**src/rtl/rom_fetch_sched.sv**
```systemverilog
// rtl/rom_fetch_sched.sv - pixel ROM read-port scheduler: display prefetch vs one auxiliary requester
// Optional aux starvation guard enabled by defining ROM_SCHED_STARVE_GUARD_EN
`timescale 1ns/1ps
module rom_fetch_sched #(
    parameter int                ADDR_W       = 24,
    parameter int                DATA_W       = 24,
    parameter int                ROM_LAT      = 1,
    parameter logic [ADDR_W-1:0] BASE_ADDR    = '0,
    parameter int                FRAME_WORDS  = 307200,
    parameter int                AUX_MAX_WAIT = 64
) (
    input  logic              clk,
    input  logic              rst,
    input  logic              frame_start,
    input  logic              fifo_afull,
    output logic              fifo_wr_en,
    output logic [DATA_W-1:0] fifo_wdata,
    input  logic              aux_req,
    input  logic [ADDR_W-1:0] aux_addr,
    output logic              aux_gnt,
    output logic              aux_rvalid,
    output logic [DATA_W-1:0] aux_rdata,
    output logic              rom_en,
    output logic [ADDR_W-1:0] rom_addr,
    input  logic [DATA_W-1:0] rom_rdata,
    output logic              frame_done
);

    typedef enum logic [1:0] {S_IDLE, S_FETCH, S_DONE} state_t;

    localparam logic [1:0]        TAG_NONE  = 2'd0;
    localparam logic [1:0]        TAG_DISP  = 2'd1;
    localparam logic [1:0]        TAG_AUX   = 2'd2;
    localparam logic [ADDR_W-1:0] LAST_ADDR = BASE_ADDR + ADDR_W'(FRAME_WORDS - 1);

    state_t            state, state_nxt;
    logic [ADDR_W-1:0] addr_cnt;
    logic [1:0]        tag_pipe [0:ROM_LAT];
    logic              disp_elig, disp_sel, aux_sel, kill, force_aux;

`ifdef ROM_SCHED_STARVE_GUARD_EN
    localparam int WAIT_W = $clog2(AUX_MAX_WAIT + 2);
    logic [WAIT_W-1:0] wait_cnt;

    always_ff @(posedge clk) begin
        if (rst || !aux_req || aux_sel) begin
            wait_cnt <= '0;
        end else if (wait_cnt != WAIT_W'(AUX_MAX_WAIT)) begin
            wait_cnt <= wait_cnt + 1'b1;
        end
    end

    assign force_aux = aux_req && (wait_cnt == WAIT_W'(AUX_MAX_WAIT));
`else
    assign force_aux = 1'b0;
`endif

    always_ff @(posedge clk) begin
        if (rst) begin
            state <= S_IDLE;
        end else begin
            state <= state_nxt;
        end
    end

    always_comb begin
        state_nxt = state;
        case (state)
            S_IDLE:  if (frame_start) state_nxt = S_FETCH;
            S_FETCH: begin
                if (frame_start) begin
                    state_nxt = S_FETCH;
                end else if (disp_sel && addr_cnt == LAST_ADDR) begin
                    state_nxt = S_DONE;
                end
            end
            S_DONE:  if (frame_start) state_nxt = S_FETCH;
            default: state_nxt = S_IDLE;
        endcase
    end

    // A starved aux request pre-empts exactly one display slot.
    always_comb begin
        disp_elig  = (state == S_FETCH) && !fifo_afull && !frame_start;
        disp_sel   = disp_elig && !force_aux;
        aux_sel    = aux_req && !disp_sel;
        kill       = (state == S_FETCH) && frame_start;
        frame_done = (state == S_DONE);
    end

    // Killed display tags drop out as they advance; the word already at the
    // ROM output stage still completes.
    always_ff @(posedge clk) begin
        if (rst) begin
            rom_en     <= 1'b0;
            rom_addr   <= '0;
            aux_gnt    <= 1'b0;
            addr_cnt   <= BASE_ADDR;
            fifo_wr_en <= 1'b0;
            fifo_wdata <= '0;
            aux_rvalid <= 1'b0;
            aux_rdata  <= '0;
            for (int k = 0; k <= ROM_LAT; k++) begin
                tag_pipe[k] <= TAG_NONE;
            end
        end else begin
            rom_en  <= disp_sel || aux_sel;
            aux_gnt <= aux_sel;
            if (disp_sel) begin
                rom_addr <= addr_cnt;
            end else if (aux_sel) begin
                rom_addr <= aux_addr;
            end

            if (frame_start) begin
                addr_cnt <= BASE_ADDR;
            end else if (disp_sel) begin
                addr_cnt <= addr_cnt + 1'b1;
            end

            tag_pipe[0] <= disp_sel ? TAG_DISP : (aux_sel ? TAG_AUX : TAG_NONE);
            for (int k = 1; k <= ROM_LAT; k++) begin
                tag_pipe[k] <= (kill && tag_pipe[k-1] == TAG_DISP) ? TAG_NONE : tag_pipe[k-1];
            end

            fifo_wr_en <= (tag_pipe[ROM_LAT] == TAG_DISP);
            if (tag_pipe[ROM_LAT] == TAG_DISP) begin
                fifo_wdata <= rom_rdata;
            end
            aux_rvalid <= (tag_pipe[ROM_LAT] == TAG_AUX);
            if (tag_pipe[ROM_LAT] == TAG_AUX) begin
                aux_rdata <= rom_rdata;
            end
        end
    end

endmodule

```
**config.mk**
```make
export PLATFORM = sky130hd
export DESIGN_NAME = rom_fetch_sched
export DESIGN_NICKNAME = d
export VERILOG_FILES = /design/src/rtl/rom_fetch_sched.sv
export SDC_FILE = /design/constraint.sdc
export NUM_CORES = 1
export LEC_CHECK = 0
export BUFFER_PORTS_ARGS = -buffer_cell sky130_fd_sc_hd__clkbuf_2
export CAP_MARGIN = 20
export CORE_ASPECT_RATIO = 0.8
export CORE_MARGIN = 2
export CORE_UTILIZATION = 51
export DETAILED_ROUTE_END_ITERATION = 8
export PLACE_DENSITY = 0.78
export SLEW_MARGIN = 5
export SYNTH_ARGS = -nofsm -noshare
export SYNTH_HDL_FRONTEND = slang
export SYNTH_SLANG_ARGS = --single-unit
```
**constraint.sdc**
```tcl
create_clock -name clk -period 3.2 [get_ports clk]
set_input_delay 0.16 -clock clk [delete_from_list [all_inputs] [get_ports clk]]
set_output_delay 0.16 -clock clk [all_outputs]
set_load 0.01 [all_outputs]
```
# After elaboration in Yosys (flattened, before gate mapping)
# Memory sizes are Yosys's and may differ from the RTL's.
# Index checks and enable logic that the tools add are counted.
word_totals:
  ff_bits: 102
  ramBits: 4
  inputBits: 53
  word_cells: 50
  memories: 1
memory_table:
  columns: ["memory", "words", "word_bits", "read_ports", "rd_clocked_by_memory_dff", "write_ports", "line_no", "source"]
  rows:
  - ["tag_pipe", 2, 2, 2, 0, 2, "38", "logic [1:0] tag_pipe [0:ROM_LAT];"]
op_classes:
  n_addsub: 1
  n_eq_ne: 8
  mux: 14
  bitwise_logic: 2
  n_reduce_logical: 15
ops:
  columns: ["cell", "n"]
  rows:
  - ["$mux 24", 2]
  - ["$add 24x1->24 const B", 1]
  - ["$eq 24x19->1 const B", 1]
  - ["$mux 2", 8]
  - ["$eq 2x1->1 const B", 3]
  - ["$logic_and 1x1->1", 6]
  - ["$eq 2x2->1 const B", 2]
  - ["$pmux 2 s2", 1]
  - ["$reduce_or 2->1", 2]
  - ["$logic_not 1->1", 3]
  - ["$mux 1", 3]
  - ["$ne 3x3->1 const B", 1]
  - ["$logic_not 2->1", 1]
  - ["$ne 2x1->1 const B", 1]
  - ["$or 1x1->1", 2]
  - ["$reduce_and 2->1", 1]
  - ["$reduce_bool 2->1", 1]
  - ["$logic_or 1x1->1", 1]

# Longest topological paths before layout
logic_depth:
  ltp_word: 8
  ltp_mapped: 6

# Worst setup path before layout
# No wires, ideal clock.
synth_timing:
  kind: "reg-to-reg"
  start: "reg state[1]"
  end: "reg state[0]"
  t_arrival_ps: 2180
  required_ps: 3083
  slack_ps: 903
  path_stages_with_launch: 7
  path_buffers: 2
  period_less_slack_ps: 2297
  path_cell_list: "dfxtp_1 or4b_1 buf_2 or3_1 buf_2 or4_4 a22o_1"
synth_via:
  elab_chain_len: 6
synth_rtl:
  columns: ["element", "line_no", "source"]
  rows:
  - ["from (decl)", "36", "state_t state, state_nxt;"]
  - ["from (signal assigned)", "62", "state <= state_nxt;"]
  - ["$eq 2x1->1", "68, 84", null]
  - ["$logic_and 1x1->1 (2 in series)", "84", "disp_elig = (state == S_FETCH) && !fifo_afull && !frame_start;"]
  - ["$logic_and 1x1->1", "73", "end else if (disp_sel && addr_cnt == LAST_ADDR) begin"]
  - ["$ne 3x3->1 (no line)", null, null]
  - ["$reduce_and 2->1 (no line)", null, null]
# Parallel ways exist; a longest one is shown, timed or not.
# A chain may end at the register's enable or synchronous reset.

# Worst setup path in the final report
layout_timing:
  start: "reg state[1]"
  end: "reg addr_cnt[15]"
layout_via:
  elab_chain_len: 3
layout_rtl:
  columns: ["element", "line_no", "source"]
  rows:
  - ["$eq 2x1->1", "84", null]
  - ["$logic_and 1x1->1 (2 in series)", "84", null]
  - ["to (signal assigned)", "118", "addr_cnt <= addr_cnt + 1'b1;"]
  - ["to (decl)", "37", "logic [ADDR_W-1:0] addr_cnt;"]
# No other way between the ends.

==> impl_metrics.csv <==
group,metric,value,unit
run_status,outcome,"finished, final reports clean",
floorplan,design.portCount,130,
sta,setup-violations-final,0,
pwr,total_leakage_power,2.12,nW
floorplan,placeableCoreArea,7950,sq um
setup_path,regToRegStartpoint,"state[1]",
sta,max_slew.worst_pin.slew,1000,ps
clock_network,cts.reportedPaths.clkPinSlew,110,ps
global_route,most_used_routing_layer_in_global_routing,"met2",
clock_network,clk_root_buffer_cell,"sky130_fd_sc_hd__clkbuf_8",
route,routed-via-count,3837,
setup_path,setup.reg_to_reg.worst_slack,670,ps
sta,final.period_utilization,79.1,%
finish,post_layout_nonfiller_instances,711,
place,port_buffer_count,129,
finish,num-nets-final,652,
sta,finalClockSkew,13.1,ps
global_route,grt_util_met2,35.2,%
floorplan,die-width,105,microns
clock_network,buffers_from_clock_root_to_sink_at_most,2,
route,drtAntennaViolNets,0,
hold_path,hold_class,"input port to flip-flop",
sta,final_max_slew_viol_count,0,
finish,insertedDiodeCount,0,
sta,period_minus_slack,2530,ps
sta,hold_viol_final,0,
hold_path,hold_path.startpoint,"rom_rdata[6]",
hold_path,min_delay_path_depth,3,
hold_path,timing.hold.worst_endpoint,"fifo_wdata[6]",
sta,fmax,395,MHz
route,postRouteWirelength,9630,microns
clock_network,count_of_buffers_added_by_post_cts_timing_repair_for_setup,0,
floorplan,die_h,84.9,microns
pwr,p_per_area,476,nW/um^2
logic_synthesis,yosys_register_bits,106,
global_route,grt_max_degree,52,
route,avgRoutedWirePerCell,13.5,microns
route,1st_pass_router_iterations,4,
place,gp_routability_congestion,0.899,
setup_path,critical_path.max_fanout,37,
finish,drive_above_1_share,25.5,%
sta,max-slew-margin-rel,33.2,%
logic_synthesis,synth.net_count,544,
logic_synthesis,synth_sequential_area_ratio,50.9,%
clock_network,tritoncts.num_buffers,9,
logic_synthesis,total_of_warnings_raised_by_yosys,0,
logic_synthesis,synth_area_per_cell,8.51,sq um
global_route,first_global_vias,3364,
setup_path,critical_path_arrival,2810,ps
finish,finalCoreUtilization,63.5,%
route,route.detailed.drc,0,
global_route,met1_usage,29.4,%
setup_path,required,3480,ps
logic_synthesis,netlist_instances,490,
logic_synthesis,synth_edf_count,0,
setup_path,cp-start-kind,"flip-flop",
global_route,grt_first_pass_wirelength,15900,microns
logic_synthesis,ys_async_sr_fraction,0,%
global_route,number_of_antenna_violations_at_the_first_check_in_global_routing,0,
logic_synthesis,number_of_library_cell_types_mapped_by_synthesis,35,
setup_path,startpoint,"state[1]",
route,drt-vias-per-instance,5.40,
finish,syn_to_final_growth,21.0,%
sta,setup_total_negative_slack,0,ps
clock_network,htreeDepth,3,
logic_synthesis,synthesis.area,4170,sq um
setup_path,worst_r2r_path_depth,5,
setup_path,criticalPathCategory,"flip-flop to flip-flop",
pwr,vdd_drop_max,0.000275,V
clock_network,cts_resized,0,
clock_network,numClockSinks,106,
place,hpwl,6720,microns
sta,hold-worst-slack,18.7,ps
job,maxCapViolCount,0,
clock_network,worstSkewPairLatency,360,ps
setup_path,endpoint_type_of_the_worst_setup_path,"flip-flop",
route,drt_iter0_markers,196,
setup_path,endpoint_of_the_worst_register_to_register_path,"addr_cnt[15]",
place,placedCellCount,695,
floorplan,row_count,29,
sta,grt_setup_unrepaired,"false",
floorplan,die-area,8920,sq um
finish,nFillCells,688,
logic_synthesis,synthFlopType,"sky130_fd_sc_hd__dfxtp_1",
global_route,gr-usage-all-layers,21.5,%
global_route,globalRouteOverflowTotal,0,
floorplan,effective_utilization_at_floorplan,52.5,%
clock_network,hold_buffers,0,
clock_network,cts_tree,"built",
global_route,grt.met3_usage,4.15,%
-- metrics by stage --
| step | power (mW) | worst slack [ps] | area [sq um] |
|---|---|---|---|
| final | 2.40 | 668 | 5050 |
| after detailed placement | 1.64 | 714 | 4850 |
| after global routing | 2.49 | 528 | 5050 |
| after floorplan | 1.54 | 903 | 4170 |
| after CTS | 2.42 | 677 | 5050 |
| after global placement | 1.63 | 755 | 4850 |
-- synthesized netlist by cell type, drive strengths merged, types with 4 or more instances --
master  count  area share (%)
a21oi      58             7.0
or3        11             1.7
nand3       9             1.1
dfxtp     106              51
clkbuf     32             2.9
xnor2       8             1.7
nor3        4            0.48
o311ai      4            0.84
nor4        5            0.75
or4         4            0.81
o21ai       4            0.48
nand2     108             9.7
inv         4            0.36
nor2       42             3.8
nand4       8             1.2
mux2i      26             6.2
a211oi     24             4.3
buf         4            0.42
-- critical path: stages (launching register included) --
cell                      delay (ps)
sky130_fd_sc_hd__dfxtp_1         350
sky130_fd_sc_hd__or4b_2          700
sky130_fd_sc_hd__buf_4           280
sky130_fd_sc_hd__or3_1           540
sky130_fd_sc_hd__or4_1           440
sky130_fd_sc_hd__a21oi_1         150
-- how the worst max path moves through the flow --
stage                         to  cells after the start
finish              addr_cnt[15]                      5
global placement    addr_cnt[15]                      5
CTS                 addr_cnt[15]                      5
global route        addr_cnt[21]                      5
floorplan               state[0]                      6
detailed placement  addr_cnt[15]                      5
-- registers in the layout (all words and copies together) (netlist names) --
signal and cells:
fifo_wr_en 1, rom_addr 24, aux_rvalid 1, state 2, tag_pipe 4, rom_en 1, aux_rdata 24, aux_gnt 1
addr_cnt 24, fifo_wdata 24
-- layout make-up --
cell class / count / area [sq um] / area share [%]
clock buffers: 11 / 151 / 3.00
clock inverters: 5 / 46.3 / 0.917
inverters: 4 / 15.0 / 0.298
multi-input cells: 344 / 1900 / 37.7
flip-flops and latches: 106 / 2120 / 42.1
well taps: 108 / 135 / 2.68
repair buffers: 133 / 676 / 13.4
-- cell families (layout without fill, tap and decap cells) --
kind of cell / after synthesis / count (layout) / synth area share (%)
muxes: 26 / 26 / 6.24
DFF: 106 / 106 / 50.9
AOI/OAI and AO/OA: 97 / 97 / 14.0
xor gates and xnor gates: 10 / 10 / 2.10
adders and majority gates: 1 / 1 / 0.300
buffers and inverters: 40 / 153 / 3.66
and+or+nand+nor: 210 / 210 / 22.8
-- layout by cell type (no fill, tap or decap), drive strengths merged, types with 5 or more instances in the layout --
cell	netlist	final
nor4	5	5
nand3	9	9
nand2	108	108
a211oi	24	24
mux2i	26	26
xnor2	8	8
a21oi	58	58
nor2	42	42
dfxtp	106	106
inv	4	5
clkbuf	32	140
nand4	8	8
or3	11	11
-- metal layers --
layer / up-vias / share of wire (%)
li1: 1910 / -
met1: 1797 / 47
met2: 117 / 46
met3: 13 / 4.9
met4: 0 / 1.3
met5: - / 0
-- power breakdown --
| part | internal, mW | switching [mW] | leakage, nW |
|---|---|---|---|
| logic | 0.0958 | 0.126 | 1.15 |
| clock network | 0.337 | 0.460 | 0.102 |
| registers | 1.36 | 0.0215 | 0.862 |
(Power assumes the default switching activity.)
